<file path="src/rtl/red_pitaya_pfd_sched.sv">
// red_pitaya_pfd_sched
//   Time-multiplexes one phase-frequency detector (PFD) across NCH signal
//   pairs. Each channel slot runs CLEAR (PFD held in reset) -> optional SETTLE
//   (signals flow, result discarded) -> DWELL (measurement window) -> CAPTURE
//   (integral delta stored, saturated to 14 bits). Channels rotate through
//   the set bits of ch_mask_i.
//
// Ports
//   clk_i, rstn_i        system clock, asynchronous active-low reset
//   enable_i             scan enable; deassertion returns to IDLE next edge
//   ch_mask_i[NCH]       channels taking part in the scan
//   settle_i[8]          discard cycles after each channel switch
//   dwell_i[DWELLW]      measurement cycles per slot (0 treated as 1)
//   s1_i, s2_i[NCH]      per-channel signal pairs
//   pfd_s1_o, pfd_s2_o   synchronized, gated signals of the selected channel
//   pfd_rstn_o           synchronous reset to the PFD (low in IDLE and CLEAR)
//   pfd_integral_i[14]   signed PFD integral
//   sel_o[3]             currently selected channel
//   busy_o               high whenever the scheduler is not idle
//   result_o[14*NCH]     last signed result per channel (channel k at 14k+:14)
//   result_valid_o       one-cycle strobe after each capture
//   result_ch_o[3]       channel of the strobed result

module red_pitaya_pfd_sched #(
  parameter int NCH    = 4,
  parameter int DWELLW = 24
) (
  input  logic              clk_i,
  input  logic              rstn_i,
  input  logic              enable_i,
  input  logic [NCH-1:0]    ch_mask_i,
  input  logic [7:0]        settle_i,
  input  logic [DWELLW-1:0] dwell_i,
  input  logic [NCH-1:0]    s1_i,
  input  logic [NCH-1:0]    s2_i,
  output logic              pfd_s1_o,
  output logic              pfd_s2_o,
  output logic              pfd_rstn_o,
  input  logic [13:0]       pfd_integral_i,
  output logic [2:0]        sel_o,
  output logic              busy_o,
  output logic [14*NCH-1:0] result_o,
  output logic              result_valid_o,
  output logic [2:0]        result_ch_o
);

  typedef enum logic [2:0] {
    S_IDLE,
    S_CLEAR,
    S_SETTLE,
    S_DWELL,
    S_CAPTURE
  } state_e;

  // Lowest set bit of the mask (0 when the mask is empty).
  function automatic logic [2:0] first_ch(input logic [NCH-1:0] m);
    logic [2:0] c;
    c = '0;
    for (int i = NCH - 1; i >= 0; i--) begin
      if (m[i]) c = 3'(i);
    end
    return c;
  endfunction

  // Lowest set bit strictly above cur, wrapping to the lowest set bit.
  // A single-bit mask naturally yields cur again.
  function automatic logic [2:0] next_ch(input logic [NCH-1:0] m, input logic [2:0] cur);
    logic [2:0] c;
    logic       found;
    c     = first_ch(m);
    found = 1'b0;
    for (int i = 0; i < NCH; i++) begin
      if (!found && m[i] && (3'(i) > cur)) begin
        c     = 3'(i);
        found = 1'b1;
      end
    end
    return c;
  endfunction

  state_e            state_q, state_d;
  logic [DWELLW-1:0] cnt_q, cnt_d;      // cycles remaining in the current state, minus one
  logic [2:0]        sel_q, sel_d;
  logic              wr_en;             // CAPTURE completes with a result write
  logic              first_q;           // first DWELL cycle of the slot
  logic [13:0]       base_q;
  logic              busy_q, pfd_rstn_q, valid_q;
  logic [2:0]        rch_q;
  logic              sync_s1_q, sync_s2_q, pfd_s1_q, pfd_s2_q;
  logic [13:0]       res_q [NCH];

  logic              s1_sel, s2_sel;
  logic              gate_d;
  logic [DWELLW-1:0] dwell_last, settle_last;
  logic signed [14:0] diff;
  logic [13:0]       diff_sat;

  // Countdown reload values; dwell_i of 0 still yields a one-cycle window.
  assign dwell_last  = (dwell_i == '0) ? '0 : dwell_i - DWELLW'(1);
  assign settle_last = DWELLW'(settle_i) - DWELLW'(1);

  // NOTE: every signal written in an always_comb gets a default on entry;
  // a path that leaves one unassigned would infer a latch.
  always_comb begin
    s1_sel = 1'b0;
    s2_sel = 1'b0;
    for (int i = 0; i < NCH; i++) begin
      if (sel_q == 3'(i)) begin
        s1_sel = s1_i[i];
        s2_sel = s2_i[i];
      end
    end
  end

  // Delta of the integral over the dwell window, widened by one bit so the
  // subtraction cannot wrap, then clamped back to the 14-bit range.
  always_comb begin
    diff = $signed({pfd_integral_i[13], pfd_integral_i}) - $signed({base_q[13], base_q});
    case (diff[14:13])
      2'b01:   diff_sat = 14'h1FFF;   // above +8191
      2'b10:   diff_sat = 14'h2000;   // below -8192
      default: diff_sat = diff[13:0];
    endcase
  end

  always_comb begin
    state_d = state_q;
    cnt_d   = cnt_q;
    sel_d   = sel_q;
    wr_en   = 1'b0;
    if (state_q != S_IDLE && !enable_i) begin
      // Disable wins over everything, including a pending capture.
      state_d = S_IDLE;
      cnt_d   = '0;
    end else begin
      case (state_q)
        S_IDLE: begin
          if (enable_i && (|ch_mask_i)) begin
            state_d = S_CLEAR;
            sel_d   = first_ch(ch_mask_i);
            cnt_d   = DWELLW'(1);
          end
        end
        S_CLEAR: begin
          if (cnt_q == '0) begin
            if (settle_i != 8'd0) begin
              state_d = S_SETTLE;
              cnt_d   = settle_last;
            end else begin
              state_d = S_DWELL;
              cnt_d   = dwell_last;
            end
          end else begin
            cnt_d = cnt_q - DWELLW'(1);
          end
        end
        S_SETTLE: begin
          if (cnt_q == '0) begin
            state_d = S_DWELL;
            cnt_d   = dwell_last;
          end else begin
            cnt_d = cnt_q - DWELLW'(1);
          end
        end
        S_DWELL: begin
          if (cnt_q == '0) state_d = S_CAPTURE;
          else             cnt_d   = cnt_q - DWELLW'(1);
        end
        S_CAPTURE: begin
          if (ch_mask_i == '0) begin
            state_d = S_IDLE;
            cnt_d   = '0;
          end else begin
            wr_en   = 1'b1;
            sel_d   = next_ch(ch_mask_i, sel_q);
            state_d = S_CLEAR;
            cnt_d   = DWELLW'(1);
          end
        end
        default: begin
          state_d = S_IDLE;
          cnt_d   = '0;
        end
      endcase
    end
  end

  // Signals reach the PFD only while it is out of reset and measuring.
  assign gate_d = (state_d == S_SETTLE) || (state_d == S_DWELL);

  // NOTE: all sequential state uses non-blocking assignments so every
  // register samples the pre-edge value of every other register.
  always_ff @(posedge clk_i or negedge rstn_i) begin
    if (!rstn_i) begin
      state_q    <= S_IDLE;
      cnt_q      <= '0;
      sel_q      <= '0;
      first_q    <= 1'b0;
      base_q     <= '0;
      busy_q     <= 1'b0;
      pfd_rstn_q <= 1'b0;
      valid_q    <= 1'b0;
      rch_q      <= '0;
      sync_s1_q  <= 1'b0;
      sync_s2_q  <= 1'b0;
      pfd_s1_q   <= 1'b0;
      pfd_s2_q   <= 1'b0;
      // NOTE: the result store is a handful of registers, not a RAM, and is
      // cleared on reset so software never reads stale results.
      for (int i = 0; i < NCH; i++) res_q[i] <= '0;
    end else begin
      state_q    <= state_d;
      cnt_q      <= cnt_d;
      sel_q      <= sel_d;
      busy_q     <= (state_d != S_IDLE);
      pfd_rstn_q <= (state_d == S_SETTLE) || (state_d == S_DWELL) || (state_d == S_CAPTURE);
      first_q    <= (state_d == S_DWELL) && (state_q != S_DWELL);
      // Two-flop synchronizer; the second stage doubles as the output gate.
      sync_s1_q  <= s1_sel;
      sync_s2_q  <= s2_sel;
      pfd_s1_q   <= gate_d & sync_s1_q;
      pfd_s2_q   <= gate_d & sync_s2_q;
      if (state_q == S_DWELL && first_q) base_q <= pfd_integral_i;
      valid_q <= wr_en;
      if (wr_en) rch_q <= sel_q;
      for (int i = 0; i < NCH; i++) begin
        if (wr_en && sel_q == 3'(i)) res_q[i] <= diff_sat;
      end
    end
  end

  for (genvar g = 0; g < NCH; g++) begin : g_res
    assign result_o[14*g +: 14] = res_q[g];
  end

  assign sel_o          = sel_q;
  assign busy_o         = busy_q;
  assign pfd_rstn_o     = pfd_rstn_q;
  assign pfd_s1_o       = pfd_s1_q;
  assign pfd_s2_o       = pfd_s2_q;
  assign result_valid_o = valid_q;
  assign result_ch_o    = rch_q;

endmodule
</file>
<file path="config.mk">
export PLATFORM = sky130hd
export DESIGN_NAME = red_pitaya_pfd_sched
export DESIGN_NICKNAME = d
export VERILOG_FILES = /design/src/rtl/red_pitaya_pfd_sched.sv
export SDC_FILE = /design/constraint.sdc
export NUM_CORES = 1
export LEC_CHECK = 0
export BUFFER_PORTS_ARGS = -buffer_cell sky130_fd_sc_hd__buf_2
export CAP_MARGIN = 20
export CELL_PAD_IN_SITES_DETAIL_PLACEMENT = 1
export CELL_PAD_IN_SITES_GLOBAL_PLACEMENT = 2
export CORE_ASPECT_RATIO = 0.6
export CORE_UTILIZATION = 36
export CTS_CLUSTER_SIZE = 30
export DETAILED_ROUTE_END_ITERATION = 8
export GPL_TIMING_DRIVEN = 1
export MAX_ROUTING_LAYER = met4
export PLACE_DENSITY_LB_ADDON = 0.1
export SYNTH_ARGS = -nofsm -noshare
export SYNTH_HDL_FRONTEND = slang
export SYNTH_SLANG_ARGS = --single-unit
</file>
<file path="constraint.sdc">
create_clock -name clk_i -period 5.8 [get_ports clk_i]
set_input_delay 0.87 -clock clk_i [delete_from_list [all_inputs] [get_ports clk_i]]
set_output_delay 0.87 -clock clk_i [all_outputs]
set_load 0.02 [all_outputs]
</file>
# ---- Word-level counts from Yosys, hierarchy flattened
# Cells that the tools add are included.
dict set report op_classes {
  addsub 4
  order_cmp 4
  eq_ne 17
  muxes 52
  bitwise_logic 3
  n_reduce_logical 33
}
# op n
set ops {}
lappend ops {{24-bit two-way mux} 7}
lappend ops {{24-bit one-hot mux with 5 select lines} 1}
lappend ops {{24-bit logical NOT} 2}
lappend ops {{24-bit by 1-bit subtractor with 24-bit output, second input constant} 2}
lappend ops {{3-bit two-way mux} 14}
lappend ops {{14-bit one-hot mux with 2 select lines} 1}
lappend ops {{1-bit two-way mux} 26}
lappend ops {{3-bit by 2-bit == test with 1-bit output, second input constant} 6}
lappend ops {{1-bit logical AND} 15}
lappend ops {{3-bit one-hot mux with 5 select lines} 1}
lappend ops {{14-bit by 14-bit subtractor with 15-bit output} 1}
lappend ops {{8-bit by 1-bit subtractor with 9-bit output, second input constant} 1}
lappend ops {{8-bit nonzero test} 1}
lappend ops {{3-bit by 1-bit == test with 1-bit output, second input constant} 2}
lappend ops {{3-bit == test, second input constant} 2}
lappend ops {{1-bit by 3-bit greater-than comparator with 1-bit output, first input constant} 2}
lappend ops {{2-bit by 3-bit greater-than comparator with 1-bit output, first input constant} 2}
lappend ops {{3-bit logical NOT} 2}
lappend ops {{3-bit != test, second input constant} 2}
lappend ops {{3-bit one-hot mux with 2 select lines} 1}
lappend ops {{3-bit nonzero test} 2}
lappend ops {{1-bit logical NOT} 4}
lappend ops {{4-bit logical NOT} 1}
lappend ops {{2-bit != test, second input constant} 2}
lappend ops {{11 further kinds} 13}
dict set report word_totals {
  regBits 111
  output_inout_bits 67
}

# ---- Depth between registers and ports, before layout
dict set report depth {
  depth_word 26
  mapped_depth 15
  mapped_depth_nobuf 14
}

# ---- Worst setup path after synthesis
# Ideal clock, no wire load.
dict set report synth_timing {
  path_type {input-to-reg}
  start {input pfd_integral_i[0]}
  end {register res_q, in the netlist result_o[47]}
  setup_ns 0.125
  arrival_ns 3.890
  required_time_ns 5.675
  setup_slack_ns 1.785
  cell_stages 15
  n_path_buf 1
  path_cell_list {inv_1 > ha_1 > fa_1 > nand2b_1 > a21oi_1 > o211ai_1 > a21oi_1 > o21ai_0 > a31o_2 > ha_1 > clkbuf_1 > inv_1 > nand2_1 > o21ai_0 > mux2_2}
}
dict set report synth_via {
  elab_chain_cells 3
  elab_cells_between_ends 4
}
# item line_no
set synth_rtl {}
lappend synth_rtl {{start, declared} 39} ;# input logic [13:0] pfd_integral_i,
lappend synth_rtl {{14-bit by 14-bit subtractor with 15-bit output *} 118} ;# diff = $signed({pfd_integral_i[13], pfd_integral_i}) - $signed({base_q[13], base_q});
lappend synth_rtl {{2-bit == test / 2-bit by 1-bit == test with 1-bit output (equally long branches)} 119} ;# case (diff[14:13])
lappend synth_rtl {{14-bit one-hot mux with 2 select lines *} 119}
lappend synth_rtl {{end signal, assigned by index} 227} ;# if (wr_en && sel_q == 3'(i)) res_q[i] <= diff_sat;
lappend synth_rtl {{end, declared} 90} ;# logic [13:0] res_q [NCH];
# Every way passes the cells marked *; elsewhere a longest branch is shown, timed or not.
# A chain may end at the register's enable or synchronous reset.

# ---- Final worst setup path
dict set report layout_timing {
  start {input pfd_integral_i[0]}
  end {register res_q, in the netlist result_o[24]}
}
# The elaborated chain is that of the path after synthesis.

==> reports/summary.txt <==
Via Count: 6112
Clock-pin slew on the worst setup and hold paths: 0.07 ns
Post-Synth Adder-Cell Area: 0.04282
Die area: 0.01891 mm2
Post-Synthesis Cells: 739
CTS tree: built
Clock buffer depth: 2
Post-synthesis cell area: 0.006604 mm2
First drt pass iteration count: 4
Tcrit/Tclk final: 0.7712
DP HPWL: 17520 um
Post-Synth Simple-Gate Area: 0.2061
First-pass GRT wire length: 34810 um
Most used DFF post-synth: dfrtp_1
Fmax: 223.6 MHz
Diode count: 0
Top post-synthesis cells by area: dfrtp_1, a21oi_1, mux2_2
Cell variety after synth: 79
Worst R2R Setup Slack: 1.56 ns
Final hold violations: 0
I/O Pins: 128
Compound-Gate Fraction of Synth Area: 0.1902
FP Rows: 37
Worst Path Buf+Inv: 3
Clk pwr share: 0.236
PortBufs: 125
Combinational power share: 0.420
Number of synthesized flops with an enable pin: 0
Critical path's top delay family: compound AO/OA/AOI/OAI gates
Worst hold-check path type: flop to flop
Clock Skews: 0.01162 ns
Startpoint Class: primary input
Max Slew Vio Count: 0
CP Cell Sequence: buf_2 > inv_1 > ha_1 > fa_1 > nand2b_1 > a21oi_1 > o211ai_1 > a21oi_1 > o21ai_0 > a31o_2 > ha_1 > inv_1 > nand2_1 > o21ai_0 > mux2_2
Part of the power in registers: 0.344
GRT Total Usage: 0.2533
Cts hold-fix bufs: 0
Fin util: 0.4399
Outcome: complete, no violations
# DRC: 0
Vias in the first global route: 6038
GP Congestion: 0.8624
Power after layout: 2.804 mW
Register bit total from synthesis: 109
Req. time, crit path: 6.05 ns
Initial antenna violation count: 0
PD cells: 363.2 mW/mm2
Sw Ratio: 0.4296
DR WL/cell: 20.66 um
Critical path capture point type: flop
Top-count cell post-synth: dfrtp_1
P_int: 1.599 mW
Die W: 176.9 um
Post-route setup TNS: 0 ns
Largest family of logic cells by synthesized area: simple AND/OR/NAND/NOR gates
Drt via density: 5.628
CTS H-tree lvls: 3
Multiplexer share of the synthesized area: 0.05779
Setup CP Type: primary input to flop
CORE AREA: 0.01755 mm2
Sinks on Clock Net: 109
Synth warn: 0
Iteration-0 DRC Markers: 307
Post-CTS Repair Setup Buffers: 0
Worst skew pair latency: 0.37 ns
Post-cts sizing count: 0
Final #Nets: 930
Synth top area share: 0.4130
Worst-path fanout max: 10
Num CTS Buffers: 9
Cell at the root of the clock tree: clkbuf_16
Mean Syn Cell Area: 8.936 um2
Sw Pwr: 1.205 mW
Die Ht: 106.9 um
RSZ-0062 raised after global routing: false
XOR/XNOR Fraction of Synth Area: 0.04509
Worst path max stage delay: 0.50 ns
Share of cells above drive strength 1: 0.2289
Worst-margin pin slew: 1.195 ns
Largest net degree at the start of global routing: 58
Worst-case reg-to-reg path depth: 13
Commonest cells post-synth: dfrtp_1, nor2_1, a21oi_1, nand2_1, o21ai_0
Area grow syn2layout: 16.88%
Rel. slew slack: 0.2031
Crit-path slowest cell: ha_1
Post-synth ARST share: 1.000
Number of cells on the worst hold path: 1
Post-synth top area cell: dfrtp_1
Pleak: 3.754 nW
Fin crit period: 4.473 ns
Gr ovfl total: 0
Max IR drop VDD: 0.0001608 V
Critical path depth: 15
Final setup vio count: 0
Initial Utilization: 0.3764
Sequential fraction of the synthesis area: 0.4130
Detail Route Antenna Nets: 0
Post-Route WL: 22440 um
WP data arrival: 4.72 ns
Max_cap viols: 0
worst register-to-register path, cell delays in order (launching register included):
cell,delay (ns)
dfrtp_1,0.39
ha_1,0.21
fa_1,0.38
nand2b_1,0.20
a21oi_1,0.40
o211ai_1,0.20
a21oi_1,0.24
o21ai_0,0.12
a31o_2,0.26
ha_1,0.50
inv_1,0.25
nand2_1,0.35
o21ai_0,0.28
mux2_2,0.34
kinds of logic (layout without fill, tap and decap cells):
kind of cell / Yosys count / in the layout
buf+inv: 67 / 179
other cells: 1 / 2
compound gates: 202 / 202
fa+ha+maj: 22 / 22
xor+xnor: 34 / 34
mux: 32 / 32
flops: 109 / 109
simple gates: 272 / 272
metrics by stage:
stage | hold WS, ns | std cells | area, um2 | worst slack, ns
floorplan | 0.4277 | 740 | 6608 | 1.785
global placement | 0.4324 | 1069 | 7403 | 1.253
detailed placement | 0.4525 | 1070 | 7411 | 1.010
CTS | 0.4590 | 1086 | 7719 | 1.377
global route | 0.4703 | 1086 | 7719 | 0.9762
finish | 0.4599 | 1086 | 7719 | 1.327
power groups by stage:
| stage | registers, mW | clock network, mW | logic (mW) |
|---|---|---|---|
| floorplan | 0.939 | 0 | 0.821 |
| finish | 0.964 | 0.662 | 1.18 |
| CTS | 0.963 | 0.670 | 1.16 |
| global placement | 0.970 | 0 | 1.12 |
| detailed placement | 0.976 | 0 | 1.16 |
| global route | 0.981 | 0.696 | 1.30 |
flip-flops by register name, indices dropped and copies added, names as in the netlist:
name,cells
base_q,14
busy_o,1
cnt_q,24
first_q,1
pfd_rstn_o,1
pfd_s1_o,1
pfd_s2_o,1
result_ch_o,2
result_o,56
result_valid_o,1
sel_o,2
state_q,3
sync_s1_q,1
sync_s2_q,1
layout make-up:
type	instances	area [um2]
fillers	2105	9827
multi-input cells	564	3597
flip-flops and latches	109	2728
repair buffers	131	673.1
well taps	234	292.8
clock buffers	10	239.0
inverters	32	120.1
clock inverters	6	68.82
worst paths after layout:
check / startpoint / endpoint
hold reg to reg: sync_s2_q / pfd_s2_o
min in group asynchronous: rstn_i / cnt_q[18]
hold / removal: sync_s2_q / pfd_s2_o
max in group asynchronous: rstn_i / pfd_s2_o
setup reg to reg: base_q[0] / result_o[24]
setup / recovery: pfd_integral_i[0] / result_o[24]
routing by layer:
metal / vias to the layer above / wire length [um] / GRT usage
met5: - / 0 / -
met4: 0 / 175 / 0.04187
met3: 13 / 1334 / 0.06099
met2: 157 / 8733 / 0.3289
met1: 3047 / 12200 / 0.3923
li1: 2895 / - / -
layout by cell type, fill, tap and decap left out, drive strengths merged, types with 3 or more instances in the layout:
master	netlist	routed
a21o	3	3
a21oi	63	63
a22o	3	3
a22oi	6	6
a31oi	11	11
and2	5	5
and3	9	9
buf	14	131
clkbuf	21	10
dfrtp	109	109
ha	21	21
inv	32	34
mux2	29	29
nand2	63	63
nand2b	10	10
nand3	19	19
nand3b	3	3
nor2	83	83
nor2b	5	5
nor3	29	29
nor4	14	14
o211ai	7	7
o21a	9	9
o21ai	63	63
o221ai	3	3
o31ai	4	4
or2	3	3
or3	10	10
or4	7	7
xnor2	15	15
xor2	19	19
Note: power is estimated with default switching activity, not from simulation.
